File: src/rtl/mem_stage_ctrl.sv
// mem_stage_ctrl: memory stage of the 16-bit WISC pipeline.
// Takes the execute result and either retires it straight to write-back
// or runs a handshaked, variable-latency data-memory access first. Execute
// is stalled while an access is in flight, or forever once HALT retires.
module mem_stage_ctrl #(
  parameter int TIMEOUT = 255,
  parameter int CNT_W   = 8
) (
  input  logic        clk,
  input  logic        rst,
  // execute side
  input  logic        ex_valid,
  input  logic        ex_mem_read,
  input  logic        ex_mem_write,
  input  logic        ex_halt,
  input  logic [15:0] ex_res,
  input  logic [15:0] ex_wdata,
  input  logic [2:0]  ex_rd,
  input  logic        ex_reg_write,
  output logic        stall_ex,
  // data memory side
  output logic        mem_req,
  output logic        mem_wr,
  output logic [15:0] mem_addr,
  output logic [15:0] mem_wdata,
  input  logic        mem_busy,
  input  logic        mem_done,
  input  logic [15:0] mem_rdata,
  // write-back side
  output logic        wb_valid,
  output logic [15:0] wb_data,
  output logic [2:0]  wb_rd,
  output logic        wb_reg_write,
  output logic        err,
  output logic        halted
);

  typedef enum logic [1:0] {
    IDLE  = 2'd0,
    ISSUE = 2'd1,
    WAIT  = 2'd2,
    HALT  = 2'd3
  } state_t;

  // The abort fires on the WAIT cycle whose increment would bring the
  // counter to TIMEOUT, i.e. the TIMEOUT-th WAIT cycle.
  localparam logic [CNT_W-1:0] CNT_LAST = CNT_W'(TIMEOUT - 1);

  state_t           state_reg;
  logic [CNT_W-1:0] cnt_reg;
  logic [2:0]       rd_reg;
  logic             reg_write_reg;
  logic             is_mem_op;

  assign is_mem_op = ex_mem_read | ex_mem_write;

  // Execute may only advance while no access is outstanding.
  assign stall_ex = (state_reg != IDLE);

  // Controller FSM; every memory and write-back output is registered here.
  always_ff @(posedge clk) begin
    if (rst) begin
      state_reg     <= IDLE;
      cnt_reg       <= '0;
      rd_reg        <= '0;
      reg_write_reg <= 1'b0;
      mem_req       <= 1'b0;
      mem_wr        <= 1'b0;
      mem_addr      <= '0;
      mem_wdata     <= '0;
      wb_valid      <= 1'b0;
      wb_data       <= '0;
      wb_rd         <= '0;
      wb_reg_write  <= 1'b0;
      err           <= 1'b0;
      halted        <= 1'b0;
    end else begin
      // Record strobes are single-cycle pulses.
      wb_valid <= 1'b0;
      err      <= 1'b0;

      case (state_reg)
        IDLE: begin
          if (ex_valid) begin
            rd_reg        <= ex_rd;
            reg_write_reg <= ex_reg_write;
            if (ex_halt) begin
              // HALT retires as a record that writes nothing, then parks.
              wb_valid     <= 1'b1;
              wb_data      <= '0;
              wb_rd        <= ex_rd;
              wb_reg_write <= 1'b0;
              halted       <= 1'b1;
              state_reg    <= HALT;
            end else if (!is_mem_op) begin
              // Pass-through: the ALU result is the write-back value.
              wb_valid     <= 1'b1;
              wb_data      <= ex_res;
              wb_rd        <= ex_rd;
              wb_reg_write <= ex_reg_write;
            end else if (ex_res[0]) begin
              // Odd word address: reject without touching memory.
              wb_valid     <= 1'b1;
              err          <= 1'b1;
              wb_data      <= '0;
              wb_rd        <= ex_rd;
              wb_reg_write <= 1'b0;
            end else begin
              mem_req   <= 1'b1;
              mem_wr    <= ex_mem_write;
              mem_addr  <= ex_res;
              mem_wdata <= ex_wdata;
              state_reg <= ISSUE;
            end
          end
        end

        ISSUE: begin
          // Request stays up, unchanged, until memory stops reporting busy.
          if (!mem_busy) begin
            mem_req   <= 1'b0;
            cnt_reg   <= '0;
            state_reg <= WAIT;
          end
        end

        WAIT: begin
          cnt_reg <= cnt_reg + CNT_W'(1);
          if (mem_done) begin
            // A response on the last allowed cycle still counts as success.
            wb_valid     <= 1'b1;
            wb_data      <= mem_wr ? 16'h0000 : mem_rdata;
            wb_rd        <= rd_reg;
            wb_reg_write <= reg_write_reg & ~mem_wr;
            state_reg    <= IDLE;
          end else if (cnt_reg == CNT_LAST) begin
            wb_valid     <= 1'b1;
            err          <= 1'b1;
            wb_data      <= '0;
            wb_rd        <= rd_reg;
            wb_reg_write <= 1'b0;
            state_reg    <= IDLE;
          end
        end

        HALT: begin
          // Only reset leaves this state.
          state_reg <= HALT;
        end

        default: begin
          state_reg <= IDLE;
        end
      endcase
    end
  end

endmodule
File: config.mk
export PLATFORM = sky130hd
export DESIGN_NAME = mem_stage_ctrl
export DESIGN_NICKNAME = d
export VERILOG_FILES = /design/src/rtl/mem_stage_ctrl.sv
export SDC_FILE = /design/constraint.sdc
export NUM_CORES = 1
export LEC_CHECK = 0
export BUFFER_PORTS_ARGS = -buffer_cell sky130_fd_sc_hd__buf_2
export CAP_MARGIN = 25
export CORE_MARGIN = 3
export CORE_UTILIZATION = 49
export DETAILED_ROUTE_END_ITERATION = 7
export PLACE_DENSITY = 0.8
export SLEW_MARGIN = 20
export SYNTH_ARGS = -nofsm -noshare
export SYNTH_HDL_FRONTEND = slang
export SYNTH_SLANG_ARGS = --single-unit
File: constraint.sdc
create_clock -name clk -period 2.5 [get_ports clk]
set_input_delay 0.375 -clock clk [delete_from_list [all_inputs] [get_ports clk]]
set_output_delay 0.375 -clock clk [all_outputs]
set_load 0.02 [all_outputs]
==> results of run 1 <==
## area by class of cell
cell class | count | share of cell area, %
Multi-Input combinational cell | 266 | 39.4
Sequential cell | 70 | 35.1
Timing Repair Buffer | 125 | 16.8
Clock buffer | 11 | 3.54
Tap cell | 75 | 2.35
Clock inverter | 5 | 2.03
Inverter | 8 | 0.751
## metrics by stage
step | instance area, sq um | instances | setup WS, ps | power, uW | util (%)
global route | 4000 | 560 | 212 | 3460 | 66.0
global placement | 3770 | 544 | 555 | 2270 | 62.3
detailed placement | 3770 | 544 | 468 | 2290 | 62.3
floorplan | 3130 | 370 | 747 | 2010 | -
finish | 4000 | 560 | 403 | 3290 | 66.0
CTS | 4000 | 560 | 422 | 3320 | 66.0
## worst reg2reg max path: stages (launching register included)
cell      delay [ps]
dfxtp_1          340
inv_1            100
ha_1             360
nor2b_1          290
and4bb_2         470
buf_12           210
o21ai_0          110
a31oi_1          140
## layout by cell type (no fill, tap or decap), drive strengths merged, types with 6 or more instances in the layout
| cell type | count |
|---|---|
| nor2b | 23 |
| dfxtp | 70 |
| a21oi | 44 |
| nand2 | 73 |
| o21ai | 7 |
| nor2 | 32 |
| a22oi | 17 |
| ha | 6 |
| buf | 125 |
| clkbuf | 11 |
| inv | 9 |
| nand3 | 8 |
| mux2 | 22 |
## worst paths after layout
| path | startpoint | endpoint | slack, ps | cells after the start |
|---|---|---|---|---|
| worst min-delay path | ex_wdata[14] | mem_wdata[14]$_SDFFE_PP0P_ | 260 | 3 |
| worst min register to register | mem_wdata[8]$_SDFFE_PP0P_ | mem_wdata[8]$_SDFFE_PP0P_ | 450 | 2 |
| worst max register to register | state_reg[0]$_SDFFE_PP0P_ | mem_req$_SDFFE_PP0P_ | 400 | 7 |
| worst max-delay path | state_reg[0]$_SDFFE_PP0P_ | mem_req$_SDFFE_PP0P_ | 400 | 7 |
## kinds of logic (layout without fill, tap and decap cells)
group	Yosys count	count (layout)	synth area share, %
compound gates	76	76	14.4
xor+xnor	3	3	0.840
other cells	1	1	0.120
fa+ha+maj	6	6	2.40
simple gates	155	155	23.7
flops	70	70	44.8
buf+inv	34	149	4.88
mux	25	25	8.88
## power breakdown
part / internal [uW] / total, uW / leakage [uW] / switching (uW)
Sequential: 1220 / 1280 / 0.000567 / 56.4
Clock: 591 / 1020 / 0.000110 / 427
Combinational: 399 / 995 / 0.00113 / 596
## metal layers
layer / up-vias / GRT usage [%] / routed length, um
li1: 1466 / - / -
met1: 1367 / 23.7 / 3200
met2: 86 / 38.1 / 4030
met3: 20 / 5.76 / 467
met4: 0 / 10.8 / 209
met5: - / 0 / 0
## synthesized netlist by cell type (3+ instances only)
| master | instances | share of area (%) |
|---|---|---|
| nand2_1 | 73 | 8.8 |
| dfxtp_1 | 70 | 45 |
| a21oi_1 | 43 | 6.9 |
| nor2_1 | 32 | 3.8 |
| nor2b_1 | 23 | 4.6 |
| a22oi_1 | 17 | 4.1 |
| mux2_1 | 12 | 4.3 |
| buf_2 | 10 | 1.6 |
| clkbuf_1 | 10 | 1.2 |
| mux2_2 | 10 | 3.6 |
| inv_1 | 8 | 0.96 |
| nand3_1 | 8 | 1.3 |
| ha_1 | 6 | 2.4 |
| o21ai_0 | 5 | 0.80 |
| buf_4 | 3 | 0.72 |
| mux2i_1 | 3 | 0.96 |
| or3_1 | 3 | 0.60 |
| xnor2_1 | 3 | 0.84 |
==> summary.txt, run 1 <==
Result of the run -> completed
Pin count of the biggest net entering global routing -> 37
Number of enable-type register cells in the synthesized netlist -> 0
Unique cell type count in the Yosys netlist -> 43
Die Span X -> 85.9 um
Critical path, cell by cell -> inv_1 -> ha_1 -> nor2b_1 -> and4bb_2 -> buf_12 -> o21ai_0 -> a31oi_1
Weighted congestion at the end of routability-driven global placement -> 0.796
Placed wire-length estimate after detailed placement -> 5750 um
Via count of the first global-routing pass -> 2754
Worst Tran Pin Value -> 677 ps
Power density cells -> 823 mW/mm^2
Clock tree skew after final layout -> 4.62 ps
Worst rel slew slack -> 54.9%
Number of remaining DRC errors -> 0
Clock root buffer master -> clkbuf_8
Class of the most critical hold timing path -> input port to flop
Global-route wire length before repair -> 12600 um
Post-DR vias/cell -> 5.25
Total Die Area -> 0.00738 sq mm
Initial Utilization -> 51.6%
Largest buffer count on any clock path -> 2
Yosys synthesis warning count -> 0
Count of max-cap constraint violations -> 0
Ys flop type -> dfxtp_1
Required time worst endpoint -> 2770 ps
Global-route usage over all layers -> 21.6%
Post-synthesis sequential element count -> 70
Overflow left after global routing -> 0
Top-Level Pins -> 118
Final-layout worst hold slack -> 264 ps
Critical path start-end classification -> flop to flop
Number of vias in the routed layout -> 2939
Footprint of the multi-input gates -> 0.00158 sq mm
# setup viols final -> 0
Total number of clock tree sinks -> 70
Fraction of final layout cells sized beyond drive strength 1 -> 32.4%
Largest incremental delay on the critical path -> 470 ps
Cell Area, Synth -> 0.00313 sq mm
Total number of placement rows -> 28
Unrepaired setup endpoints after global routing -> false
Clock transition at the registers of the reported paths -> 70 ps
Number of buffers inserted for hold repair after clock tree synthesis -> 0
Static leakage -> 0.00181 uW
Signal arrival time at the worst endpoint -> 2370 ps
Endpoint class of the critical path -> flop
Net count of the mapped netlist -> 436
Final critical path time including I/O delays and setup -> 2100 ps
Setup fix buffers added after clock tree synthesis -> 0
Standard cell core area -> 0.00606 sq mm
Post-Route WL -> 7900 um
Die Span Y -> 85.9 um
Cell type of the slowest stage on the worst timing path -> and4bb_2
TritonCTS clock tree -> built
Clock insertion delay at the later pin of the skew report -> 340 ps
Final count of hold timing violations -> 0
Number of buffers created by CTS -> 9
Largest registers ranked by flip-flop count -> mem_wdata (16), wb_data (16), mem_addr (15)
Buffering stage count on the worst path with inverters included -> 2
Routed length per placed instance -> 14.1 um
Final max-slew violation count -> 0
Worst IR Drop VDD -> 0.447 mV
Post-Syn Instances -> 370
Htree depth -> 3
DR iter-0 viols -> 124
Final-layout fill cell count -> 519
Largest delay contributor family on the critical path -> simple AND/OR/NAND/NOR gates
Highest Clock Rate -> 477 MHz
Final nets -> 546
Antenna violations before repair -> 0
Biggest fanout along the worst timing path -> 22
Async set-or-reset flop fraction in the synthesized netlist -> 0%
Synthesis-to-layout area growth -> 27.9%
Remaining antenna violation count -> 0
Register Area -> 0.00140 sq mm
Synthesized area per cell -> 8.45 sq um
Final worst-path cycle share -> 83.9%
Input/output buffers -> 116
Type of origin of the critical path -> flop
Number of antenna diodes -> 0
Total Negative Setup Slacks -> 0 ps
Number of gates resized after CTS -> 0
Number of optimization iterations in the first detailed-route pass -> 4
Seq/Total Area, Yosys -> 44.8%
Power figures use the tool's default switching activity.
==> run 2, diff against run 1 <==
--- a/config.mk
+++ b/config.mk
@@ -5,12 +5,13 @@
 export SDC_FILE = /design/constraint.sdc
 export NUM_CORES = 1
 export LEC_CHECK = 0
+export ABC_AREA = 1
 export BUFFER_PORTS_ARGS = -buffer_cell sky130_fd_sc_hd__buf_2
 export CAP_MARGIN = 25
 export CORE_MARGIN = 3
 export CORE_UTILIZATION = 49
 export DETAILED_ROUTE_END_ITERATION = 7
-export PLACE_DENSITY = 0.8
+export PLACE_DENSITY = 0.79
 export SLEW_MARGIN = 20
 export SYNTH_ARGS = -nofsm -noshare
 export SYNTH_HDL_FRONTEND = slang
==> constraint.sdc (replaced) <==
create_clock -name clk -period 2.1 [get_ports clk]
set_input_delay 0.315 -clock clk [delete_from_list [all_inputs] [get_ports clk]]
set_output_delay 0.315 -clock clk [all_outputs]
set_load 0.02 [all_outputs]
==> run 2 against run 1 <==
Net effect:
- combinational power up 100%
- core utilization is 0.16 points lower
- clock power hardly changed
- worst hold slack worse by 72 ps
- first-iteration DRC count up 86%
- global-route usage grew 1.1 points
- clock-buffer cell count grew 4
- largest cell class unchanged
==> summary.txt, run 2 <==
Required time worst endpoint -> 2340 ps (was 2770 ps)
Global-route wire length before repair -> 13700 um (was 12600 um)
Final nets -> 659 (was 546)
Placed wire-length estimate after detailed placement -> 6110 um (was 5750 um)
Cell accounting for the most synthesized area -> dfxtp_1 (unchanged)
Most repeated cell in the gate-level netlist after synthesis -> nor2_1 (was nand2_1)
Largest registers ranked by flip-flop count -> mem_wdata (16), wb_data (16), mem_addr (15) (unchanged)
Min-Delay Startpoint -> ex_wdata[0] (was ex_wdata[14])
Number of remaining DRC errors -> 0 (unchanged)
Total Negative Setup Slacks -> 0 ps (unchanged)
Total number of placement rows -> 28 (unchanged)
Net count of the mapped netlist -> 546 (was 436)
Die Span X -> 87.2 um (was 85.9 um)
Worst IR Drop VDD -> 0.898 mV (was 0.447 mV)
Number of antenna diodes -> 0 (unchanged)
Worst Tran Pin Value -> 742 ps (was 677 ps)
Worst rel slew slack -> 50.5% (was 54.9%)
Ys flop type -> dfxtp_1 (unchanged)
Final worst-path cycle share -> 89.9% (was 83.9%)
Result of the run -> completed (unchanged)
Pin count of the biggest net entering global routing -> 38 (was 37)
Setup fix buffers added after clock tree synthesis -> 0 (unchanged)
Die Span Y -> 87.2 um (was 85.9 um)
Unrepaired setup endpoints after global routing -> false (unchanged)
Cells on Worst Hold Path -> 3 (unchanged)
R2R depth -> 8 (was 7)
Leading cell types in the layout, fill and taps excluded -> 131 x nor2_1, 116 x buf_2, 87 x nand2_1 (was 116 x buf_2, 73 x nand2_1, 70 x dfxtp_1)
Antenna violations before repair -> 0 (unchanged)
Fraction of final layout cells sized beyond drive strength 1 -> 25.3% (was 32.4%)
Area fraction of the dominant cell type after synthesis -> 43.4% (was 44.8%)
Count of max-cap constraint violations -> 0 (unchanged)
Final count of hold timing violations -> 0 (unchanged)
Global-route usage over all layers -> 22.7% (was 21.6%)
Htree depth -> 3 (unchanged)
Total Die Area -> 0.00760 sq mm (was 0.00738 sq mm)
Final-layout worst hold slack -> 192 ps (was 264 ps)
Total number of clock tree sinks -> 70 (unchanged)
Biggest fanout along the worst timing path -> 37 (was 22)
Standard cell core area -> 0.00613 sq mm (was 0.00606 sq mm)
Final max-slew violation count -> 0 (unchanged)
Clock root buffer master -> clkbuf_8 (unchanged)
Most common cell after layout, fill and taps aside -> nor2_1 (was buf_2)
Largest buffer count on any clock path -> 2 (unchanged)
Most common library cells after synthesis -> 131 x nor2_1, 87 x nand2_1, 70 x dfxtp_1 (was 73 x nand2_1, 70 x dfxtp_1, 43 x a21oi_1)
Overflow left after global routing -> 0 (unchanged)
Seq/Total Area, Yosys -> 43.4% (was 44.8%)
R2R setup slack -> 210 ps (was 400 ps)
Post-Syn Instances -> 480 (was 370)
Power density cells -> 1190 mW/mm^2 (was 823 mW/mm^2)
Post-Route WL -> 8440 um (was 7900 um)
Routed length per placed instance -> 12.6 um (was 14.1 um)
Top-Level Pins -> 118 (unchanged)
Unique cell type count in the Yosys netlist -> 27 (was 43)
Post-DR vias/cell -> 5.03 (was 5.25)
Input/output buffers -> 116 (unchanged)
Static leakage -> 0.00219 uW (was 0.00181 uW)
Clock insertion delay at the later pin of the skew report -> 340 ps (about the same)
Number of buffers created by CTS -> 9 (unchanged)
Cell Area, Synth -> 0.00323 sq mm (was 0.00313 sq mm)
Type of origin of the critical path -> flop (unchanged)
Clock tree skew after final layout -> 3.82 ps (was 4.62 ps)
TritonCTS clock tree -> built (unchanged)
Remaining antenna violation count -> 0 (unchanged)
# setup viols final -> 0 (unchanged)
Critical path start-end classification -> flop to flop (unchanged)
Number of enable-type register cells in the synthesized netlist -> 0 (unchanged)
Async set-or-reset flop fraction in the synthesized netlist -> 0% (unchanged)
Worst setup path startpoint -> state_reg[0]$_SDFFE_PP0P_ (unchanged)
Number of optimization iterations in the first detailed-route pass -> 5 (was 4)
Clock transition at the registers of the reported paths -> 70 ps (about the same)
Number of vias in the routed layout -> 3378 (was 2939)
Endpoint class of the critical path -> flop (unchanged)
Final critical path time including I/O delays and setup -> 1890 ps (was 2100 ps)
Number of gates resized after CTS -> 0 (unchanged)
Highest Clock Rate -> 530 MHz (was 477 MHz)
Class of the most critical hold timing path -> input port to flop (unchanged)
Weighted congestion at the end of routability-driven global placement -> 0.846 (was 0.796)
Synthesis-to-layout area growth -> 25.0% (was 27.9%)
Post-synthesis sequential element count -> 70 (unchanged)
Cell area after placement -> 0.00385 sq mm (was 0.00377 sq mm)
End point of the worst hold path -> mem_wdata[0]$_SDFFE_PP0P_ (was mem_wdata[14]$_SDFFE_PP0P_)
Finished Core Util -> 65.8% (was 66.0%)
Synthesized area per cell -> 6.72 sq um (was 8.45 sq um)
Number of buffers inserted for hold repair after clock tree synthesis -> 0 (unchanged)
Beginning of the worst register-to-register path -> state_reg[0]$_SDFFE_PP0P_ (unchanged)
Via count of the first global-routing pass -> 2973 (was 2754)
Initial Utilization -> 52.6% (was 51.6%)
Cell area after layout -> 0.00403 sq mm (was 0.00400 sq mm)
Signal arrival time at the worst endpoint -> 2120 ps (was 2370 ps)
DR iter-0 viols -> 231 (was 124)
Yosys synthesis warning count -> 0 (unchanged)
Cell types with the largest area share after synthesis -> dfxtp_1 43%, nor2_1 15%, nand2_1 10% (was dfxtp_1 45%, nand2_1 8.8%, a21oi_1 6.9%)
Worst flop-to-flop path endpoint -> wb_data[15]$_SDFFE_PP0P_ (was mem_req$_SDFFE_PP0P_)
run 2: cell types whose count changed after synthesis, sizes merged, moves of 4 or more:
cell / before / now
a22oi: 17 / 0
nand4: 1 / 5
clkbuf: 11 / 15
nor2: 32 / 136
inv: 8 / 49
nor2b: 23 / 0
o21ai: 7 / 44
nand3: 8 / 40
nand2: 73 / 90
or3: 4 / 0
mux2: 22 / 0
buf: 15 / 7
a21oi: 44 / 10
run 2: how the worst max path moves through the flow:
stage          depth (start not counted)                          to  slack [ps]
4_1_cts                                8    wb_data[15]$_SDFFE_PP0P_         210
3_3_place_gp                           7  mem_wdata[14]$_SDFFE_PP0P_         320
6_report                               8    wb_data[15]$_SDFFE_PP0P_         210
2_1_floorplan                          9    wb_data[10]$_SDFFE_PP0P_         460
5_1_grt                                8    wb_data[15]$_SDFFE_PP0P_           9
3_5_place_dp                           8    wb_data[15]$_SDFFE_PP0P_         230
run 2: per-stage QoR:
| step | power [uW] | setup slack, ps | std cells |
|---|---|---|---|
| 3_5_place_dp | 3780 | 231 | 657 |
| 2_1_floorplan | 3280 | 456 | 480 |
| 3_3_place_gp | 3720 | 324 | 657 |
| 6_report | 4790 | 212 | 672 |
| 5_1_grt | 5180 | 9.39 | 672 |
| 4_1_cts | 4810 | 210 | 672 |
run 2: kinds of logic after synthesis:
logic type	Yosys count	synth area share [%]
compound gates	59	9.62
xor+xnor	1	0.271
fa+ha+maj	6	2.33
buf+inv	71	9.23
flops	70	43.4
other cells	1	0.116
simple gates	272	35.0
run 2: worst max-delay path, stage by stage (launching register included):
cell	delay (ps)
dfxtp_1	360
inv_1	90
ha_1	260
inv_2	120
nor2_1	70
a21oi_2	220
nand3_4	360
nor2_1	220
nor2_1	70
run 2: power by group:
group	switching, uW	total [uW]	internal (uW)
logic	1360	2020	654
registers	132	1740	1610
clock network	476	1030	554
run 2: layout make-up:
class,instances,area (sq um)
Clock buffer,15,186
Fill cell,542,2100
Inverter,49,184
Multi-Input combinational cell,339,1530
Sequential cell,70,1400
Tap cell,75,93.8
Timing Repair Buffer,124,641
run 2: routing by layer:
| metal | vias up | wire length (um) | GRT usage (%) |
|---|---|---|---|
| met2 | 127 | 3760 | 34.9 |
| met3 | 13 | 791 | 7.28 |
| met1 | 1522 | 3740 | 29.7 |
| met4 | 0 | 149 | 8.51 |
| met5 | - | 0 | 0 |
| li1 | 1716 | - | - |
